**src/rtl/seg_scan_ctrl.sv**
```systemverilog
// Time-multiplexed seven-segment scan controller: double-buffered digit frame,
// one-hot digit enables with blanking gaps, and leading-zero suppression.
module seg_scan_ctrl #(
  parameter int          NUM_DIGITS   = 4,
  parameter logic [15:0] SCAN_DIV     = 16'd25,
  parameter int          BLANK_CYCLES = 2
) (
  input  logic                    clk,
  input  logic                    reset,
  input  logic                    ena,
  input  logic                    load_valid,
  output logic                    load_ready,
  input  logic [5*NUM_DIGITS-1:0] load_data,
  input  logic                    lzs_en,
  output logic [4:0]              dec_code,
  output logic                    seg_blank,
  output logic [NUM_DIGITS-1:0]   digit_en,
  output logic                    frame_done,
  output logic                    busy
);

  localparam int              IDX_W      = (NUM_DIGITS > 1) ? $clog2(NUM_DIGITS) : 1;
  localparam logic [IDX_W-1:0] LAST_IDX  = IDX_W'(NUM_DIGITS - 1);
  localparam logic [15:0]     BLANK_LAST = 16'(BLANK_CYCLES - 1);
  localparam logic [15:0]     DRIVE_LAST = SCAN_DIV - 16'd1;

  typedef enum logic [1:0] {ST_IDLE, ST_BLANK, ST_DRIVE} state_t;

  state_t                       r_state, w_state_nx;
  logic [IDX_W-1:0]             r_idx, w_idx_nx;
  logic [15:0]                  r_cnt, w_cnt_nx;
  logic                         w_boundary;
  logic [NUM_DIGITS-1:0][4:0]   r_active, r_shadow;
  logic                         r_pending;
  logic                         w_take;
  logic [NUM_DIGITS-1:0]        w_zero_above;
  logic [NUM_DIGITS-1:0]        w_digit_en_nx;
  logic [4:0]                   w_dec_code_nx;
  logic                         w_seg_blank_nx;
  logic                         w_frame_done_nx;

  // Bit i is set when digit i and every more-significant digit hold code 0.
  function automatic logic [NUM_DIGITS-1:0] f_zero_above(
    input logic [NUM_DIGITS-1:0][4:0] frame
  );
    logic acc;
    f_zero_above = '0;
    acc          = 1'b1;
    for (int i = NUM_DIGITS - 1; i >= 0; i--) begin
      acc             = acc & (frame[i] == 5'd0);
      f_zero_above[i] = acc;
    end
  endfunction

  assign load_ready   = !r_pending;
  assign w_take       = load_valid && !r_pending;
  assign w_zero_above = f_zero_above(r_active);

  // NOTE: every variable gets a default before the case so no latch is inferred.
  always_comb begin
    w_state_nx = r_state;
    w_idx_nx   = r_idx;
    w_cnt_nx   = r_cnt;
    w_boundary = 1'b0;
    if (!ena) begin
      w_state_nx = ST_IDLE;
      w_idx_nx   = '0;
      w_cnt_nx   = '0;
    end else begin
      case (r_state)
        ST_IDLE: begin
          w_state_nx = ST_BLANK;
          w_idx_nx   = '0;
          w_cnt_nx   = '0;
          w_boundary = 1'b1;
        end
        ST_BLANK: begin
          if (r_cnt == BLANK_LAST) begin
            w_state_nx = ST_DRIVE;
            w_cnt_nx   = '0;
          end else begin
            w_cnt_nx = r_cnt + 16'd1;
          end
        end
        ST_DRIVE: begin
          if (r_cnt == DRIVE_LAST) begin
            w_state_nx = ST_BLANK;
            w_cnt_nx   = '0;
            if (r_idx == LAST_IDX) begin
              w_idx_nx   = '0;
              w_boundary = 1'b1;
            end else begin
              w_idx_nx = r_idx + 1'b1;
            end
          end else begin
            w_cnt_nx = r_cnt + 16'd1;
          end
        end
        default: w_state_nx = ST_IDLE;
      endcase
    end
  end

  // NOTE: outputs are decoded from the next state and registered, so they line
  // up with the state register without a combinational path to the pads.
  always_comb begin
    w_digit_en_nx   = '0;
    w_dec_code_nx   = '0;
    w_seg_blank_nx  = 1'b1;
    w_frame_done_nx = 1'b0;
    if (w_state_nx == ST_DRIVE) begin
      w_digit_en_nx   = NUM_DIGITS'(1) << w_idx_nx;
      w_dec_code_nx   = r_active[w_idx_nx];
      w_seg_blank_nx  = lzs_en && (w_idx_nx != '0) && w_zero_above[w_idx_nx];
      w_frame_done_nx = (w_idx_nx == LAST_IDX) && (w_cnt_nx == DRIVE_LAST);
    end
  end

  // NOTE: sequential state uses non-blocking assignments only.
  always_ff @(posedge clk or posedge reset) begin
    if (reset) begin
      r_state <= ST_IDLE;
      r_idx   <= '0;
      r_cnt   <= '0;
    end else begin
      r_state <= w_state_nx;
      r_idx   <= w_idx_nx;
      r_cnt   <= w_cnt_nx;
    end
  end

  always_ff @(posedge clk or posedge reset) begin
    if (reset) begin
      digit_en   <= '0;
      dec_code   <= '0;
      seg_blank  <= 1'b1;
      frame_done <= 1'b0;
      busy       <= 1'b0;
    end else begin
      digit_en   <= w_digit_en_nx;
      dec_code   <= w_dec_code_nx;
      seg_blank  <= w_seg_blank_nx;
      frame_done <= w_frame_done_nx;
      busy       <= (w_state_nx != ST_IDLE);
    end
  end

  // Shadow is written only while empty; it moves to active only at frame boundaries.
  always_ff @(posedge clk or posedge reset) begin
    if (reset) begin
      r_active  <= '0;
      r_shadow  <= '0;
      r_pending <= 1'b0;
    end else if (w_boundary && r_pending) begin
      r_active  <= r_shadow;
      r_pending <= 1'b0;
    end else if (w_take) begin
      r_shadow  <= load_data;
      r_pending <= 1'b1;
    end
  end

endmodule

```
**config.mk**
```make
export PLATFORM = sky130hd
export DESIGN_NAME = seg_scan_ctrl
export DESIGN_NICKNAME = d
export VERILOG_FILES = /design/src/rtl/seg_scan_ctrl.sv
export SDC_FILE = /design/constraint.sdc
export NUM_CORES = 1
export LEC_CHECK = 0
export CAP_MARGIN = 25
export CELL_PAD_IN_SITES_DETAIL_PLACEMENT = 0
export CELL_PAD_IN_SITES_GLOBAL_PLACEMENT = 2
export CORE_AREA = 2 2 106 108
export CTS_CLUSTER_DIAMETER = 100
export DETAILED_ROUTE_END_ITERATION = 10
export DIE_AREA = 0 0 108 110
export GPL_TIMING_DRIVEN = 0
export PLACE_DENSITY_LB_ADDON = 0.1
export SLEW_MARGIN = 20
export SYNTH_ARGS = -nofsm -noshare
export SYNTH_HDL_FRONTEND = slang
export SYNTH_SLANG_ARGS = --single-unit
```
**constraint.sdc**
```tcl
create_clock -name clk -period 2.25 [get_ports clk]
set_input_delay 0.45 -clock clk [delete_from_list [all_inputs] [get_ports clk]]
set_output_delay 0.45 -clock clk [all_outputs]
set_load 0.02 [all_outputs]
```
* Word level (Yosys, flattened, before mapping)
Cells that the tools add are included.
Operators by class: equality and inequality tests 8, magnitude comparators 1, multiplexer cells 26, reductions and logical operators 15, multipliers 0, div/mod/pow operators 0, shift-type cells 1, $add $sub $neg 2, bitwise gates (word level) 4
Operators with widths (number):
- $mux 16 | 3
- $pmux 16 s3 | 1
- $eq 16x5->1 const B | 2
- $logic_not 5->1 | 4
- $add 16x1->16 const B | 1
- $eq 16x1->1 const B | 1
- $mux 2 | 6
- $bmux 5 s2 | 1
- $mux 5 | 2
- $eq 2x2->1 const B | 4
- $mux 1 | 8
- $pmux 2 s3 | 1
- $reduce_bool 2->1 | 3
- $logic_and 1x1->1 | 5
- $mux 4 | 1
- $pmux 2 s2 | 1
- $shl 1x2->4 const A | 1
- $and 1x1->1 | 3
- $lt 2x3->1 const B | 1
- $add 2x1->2 const B | 1
- $bmux 1 s2 | 1
- $eq 2x1->1 const B | 1
- $logic_not 2->1 | 1
- $pmux 1 s2 | 1
- other kinds (3) | 3
Storage, ports and cells: output and inout bits 13, memories 0, word-level logic and storage cells 74, flip-flop bits (word level) 73, bits in read-only memories 0, latch bits 0, input bits 25, RAM bits 0

* Depth between registers and ports, before layout
depth after elaboration 9, depth in mapped cells 9, gate-level depth less buffers 9

* Least setup slack after synthesis
OpenSTA, ideal clock, no wires.
path kind register -> register, start point register r_cnt[7], end point register seg_blank, stages on the path, launching flop included 8, clock period less this slack 2209 ps, setup slack 41 ps, arrival time 2127 ps, data required time 2168 ps, path buffers 1, library setup time 82 ps, cell sequence dfrtp_1 -> buf_6 -> nor4_4 -> and4_4 -> mux2_2 -> a22oi_1 -> o21ai_1 -> a211o_1
Between the ends: word-level cells in the longest chain between the ends 8, elaborated cells between the ends (all ways) 16, those cells by class eq/ne: 3; mux: 10; reduce/logical: 3
Ends and longest elaborated chain:
- start, declared | RTL line 31 | logic [15:0] r_cnt, w_cnt_nx;
- start signal, assigned | RTL line 128 | r_cnt <= w_cnt_nx;
- $eq 16x5->1 | RTL line 86 | if (r_cnt == DRIVE_LAST) begin
- $mux 2 | RTL line 86
- $pmux 2 s2 | RTL line 70 | case (r_state)
- $mux 2 | RTL line 65 | if (!ena) begin
- $bmux 1 s2 / $reduce_bool 2->1 (equally long branches) | RTL line 114 | w_seg_blank_nx = lzs_en && (w_idx_nx != '0) && w_zero_above[w_idx_nx];
- $mux 1 (implied by the code) / $logic_and 1x1->1 (equally long branches) | RTL line 114
- $logic_and 1x1->1 | RTL line 114
- $mux 1 * | RTL line 111 | if (w_state_nx == ST_DRIVE) begin
- named net w_seg_blank_nx | RTL line 39 | logic w_seg_blank_nx;
- end signal, assigned | RTL line 142 | seg_blank <= w_seg_blank_nx;
- end, declared | RTL line 16 | output logic seg_blank,
The timed path passes the listed nets; every way through them passes the cells marked *. The select of a mux whose other input is x is not followed. A chain may end at the register's enable or synchronous reset.

* Final worst setup path
start point register r_cnt[8], end point register dec_code[3]
Between the ends: word-level cells in the longest chain between the ends 7, elaborated cells between the ends (all ways) 13, those cells by class eq/ne: 3; mux: 10
Ends and longest elaborated chain:
- $eq 16x5->1 | RTL line 86
- $mux 2 | RTL line 86
- $pmux 2 s2 | RTL line 70
- $mux 2 | RTL line 65
- $bmux 5 s2 | RTL line 113 | w_dec_code_nx = r_active[w_idx_nx];
- $mux 5 (implied by the code) | RTL line 113
- $mux 5 * | RTL line 111
- named net w_dec_code_nx[3] | RTL line 38 | logic [4:0] w_dec_code_nx;
- end signal, assigned | RTL line 141 | dec_code <= w_dec_code_nx;
- end, declared | RTL line 15 | output logic [4:0] dec_code,
Marked as above.

==> run_results.csv <==
group,metric,value,unit
flow_run,maxCapViolations,0,
setup_path,crit_family,"multiplexers",
drt,via_per_inst,4.88,
drt,first_pass_iters,4,
setup_path,cp_max_fo,4,
yosys,synth_fp_nets,331,
floorplan,rows,38,
floorplan,core,0.0107,mm²
cells_and_area,fillers,1053,
power_and_ir_drop,ir_drop,0.464,mV
sta,fin_ws,0.0303,ns
drt,drc_errors,0,
sta,rsz0062_at_grt,"true",
drt,routedWlPerCell,16.2,µm
floorplan,io_pins,38,
power_and_ir_drop,leakagePower,1.93,nW
place,place_ws,-0.377,ns
global_routing,grt_pass1_vias,2500,
global_routing,grt-ovfl-total,0,
place,port_buffers,37,
setup_path,startpoint,"r_cnt[8]",
setup_path,cp_slowest_stage_delay,0.38,ns
cells_and_area,fin_area,0.00459,mm²
sta,setup_tns,0,ns
yosys,ys_ff_latch,73,
yosys,synth-main-ff-cell,"dfrtp_1",
yosys,synth_edf_count,0,
power_and_ir_drop,p_seq_share,50.6,%
power_and_ir_drop,power_frac_comb,18.3,%
drt,routed-via-count,2490,
yosys,synth_top_area_share,50.3,%
floorplan,fp.dieH,110,µm
power_and_ir_drop,power_switching,1.01,mW
clock_network,cts_sinks,73,
yosys,ys_top_cells_by_count,"72 x dfrtp_1, 41 x mux2_2, 30 x nor2_1",
clock_network,cts_hold_buf,0,
sta,tightestPinTransition,0.647,ns
outcome,status,"finished clean",
place,dp_hpwl,5990,µm
clock_network,cts-htree-levels,3,
clock_network,clk_path_buf_depth,2,
cells_and_area,diodes,0,
cells_and_area,fin_cells,510,
floorplan,die_width,108,µm
global_routing,grt_max_degree,34,
clock_network,cts_tree,"built",
power_and_ir_drop,power_density,806,mW/mm²
setup_path,crit_path_end_kind,"flip-flop",
sta,fin_crit_sh,98.7,%
sta,fin_skew,0.00985,ns
yosys,synth.avg_cell_area,11.9,µm²
sta,hold_viol,0,
drt,drt-initial-drc-count,60,
sta,hold_slack,0.443,ns
power_and_ir_drop,clkPwrFrac,31.0,%
setup_path,crit_chain,"buf_6, nor4_4, buf_4, and4_4, mux2_4, a22oi_2, mux2i_1, o22ai_1",
clock_network,clk_latency,0.35,ns
setup_path,startpoint_type,"flip-flop",
sta,maxSlewViolCount,0,
power_and_ir_drop,p_total,3.70,mW
setup_path,r2r_slack,0.03,ns
floorplan,initial_core_util,33.5,%
global_routing,antenna_found_initial,0,
cells_and_area,area_delta_synth_final,28.0,%
power_and_ir_drop,internal_power,2.69,mW
global_routing,grtUsageTotal,14.9,%
yosys,async_flop_share,100,%
sta,slew_headroom,56.8,%
yosys,yosysWarnings,0,
setup_path,r2r-end,"dec_code[3]",
cells_and_area,layout-drive-gt1-share,30.3,%
sta,setup_viol,0,
setup_path,path_buf_inv,2,
sta,period_needed,2.22,ns
power_and_ir_drop,swShare,27.3,%
hold_path,min_path_type,"primary input to asynchronous set/reset pin",
setup_path,r2r-start,"r_cnt[8]",
yosys,synth_area_leader_cell,"dfrtp_1",
setup_path,arrival,2.42,ns
place,dp.cells,481,
global_routing,grt_pass1_wl,13400,µm
yosys,ys_seq_area_share,51.0,%
cells_and_area,fin_util,42.9,%
place,routabilityCongestion,0.771,
setup_path,rr_worst_depth,8,
setup_path,required,2.45,ns
cells_and_area,fin_nets,395,
setup_path,cp.depth,8,
floorplan,die-area,0.0119,mm²
clock_network,cts_root_buffer,"clkbuf_8",
sta,fmax,0.451,GHz
yosys,synth_most_common_cell,"dfrtp_1",
setup_path,crit_type,"flip-flop to flip-flop",
clock_network,path_clk_slew,0.09,ns
place,placed_area,0.00417,mm²
yosys,synthesis.area,0.00358,mm²
yosys,synth_area_leaders,"dfrtp_1 50%, mux2_2 13%, nor2_1 3.1%, mux2i_1 3.1%, xnor2_1 2.2%",
clock_network,cts_inserted_buffers,9,
drt,ant_nets,0,
setup_path,crit_path_end,"dec_code[3]",
drt,wl,8250,µm
yosys,ys_types,57,
setup_path,critical_path.slowest_cell,"dfrtp_1",
yosys,synthCells,302,
[flip-flops by register name, summed over array words and instances (netlist names)]
name        cells
r_cnt          16
r_state         2
dec_code        5
r_idx           2
r_shadow       20
digit_en        4
busy            1
r_pending       1
r_active       20
seg_blank       1
frame_done      1
[power by group through the flow]
stage / registers (mW) / clock network [mW] / logic [mW]
6_report: 1.87 / 1.15 / 0.678
3_3_place_gp: 1.90 / 0 / 0.648
4_1_cts: 1.88 / 1.20 / 0.680
3_5_place_dp: 1.91 / 0 / 0.668
2_1_floorplan: 1.82 / 0 / 0.497
5_1_grt: 1.93 / 1.24 / 0.752
[metal layers]
| layer | wire [µm] | up-vias | share of wire [%] | GRT usage, % |
|---|---|---|---|---|
| met1 | 3810 | 1242 | 46 | 19.3 |
| li1 | - | 1214 | - | - |
| met4 | 81 | 0 | 0.98 | 4.67 |
| met2 | 4180 | 26 | 51 | 25.1 |
| met3 | 172 | 8 | 2.1 | 3.17 |
| met5 | 0 | - | 0 | 0 |
[area by class of cell]
| class | instances | area, µm² | area share [%] |
|---|---|---|---|
| Sequential cell | 73 | 1830 | 40.0 |
| Clock inverter | 6 | 92.6 | 2.02 |
| Inverter | 8 | 33.8 | 0.737 |
| Clock buffer | 9 | 124 | 2.70 |
| Multi-Input combinational cell | 206 | 1700 | 37.1 |
| Timing Repair Buffer | 54 | 527 | 11.5 |
| Tap cell | 140 | 175 | 3.82 |
| Buffer | 14 | 101 | 2.21 |
[what timing repair did]
| action | in CTS | in global routing |
|---|---|---|
| setup endpoints to repair | 38 | 38 |
| setup buffers | 6 | 9 |
| gates cloned | 0 | 0 |
| resized for setup | 12 | 11 |
| pin swaps | 9 | 8 |
[layout by cell type, fill, tap and decap left out, types with 7 or more instances in the layout]
master	n
mux2_2	40
xnor2_1	9
nor2_1	28
inv_1	7
nand2_1	13
mux2i_1	11
nand3_1	8
clkbuf_8	9
clkdlybuf4s50_1	37
buf_4	16
dfrtp_1	68
xor2_1	8
[cell families after synthesis]
logic type / share of synthesized area (%)
and+or+nand+nor: 17.4
DFF: 51.0
muxes: 16.4
AOI/OAI and AO/OA: 6.22
buffers and inverters: 3.42
xor gates and xnor gates: 4.16
adders and majority gates: 1.40
[how the worst min path moves through the flow]
stage / start / endpoint / slack, ns / cells after the start
finish: reset / digit_en[3] / 0.44 / 2
global route: reset / digit_en[3] / 0.49 / 2
CTS: reset / digit_en[3] / 0.45 / 2
detailed placement: r_shadow[7] / r_active[7] / 0.50 / 1
global placement: r_shadow[4] / r_active[4] / 0.49 / 1
floorplan: r_shadow[0] / r_shadow[0] / 0.47 / 1
Note: power is estimated with default switching activity, not from simulation.
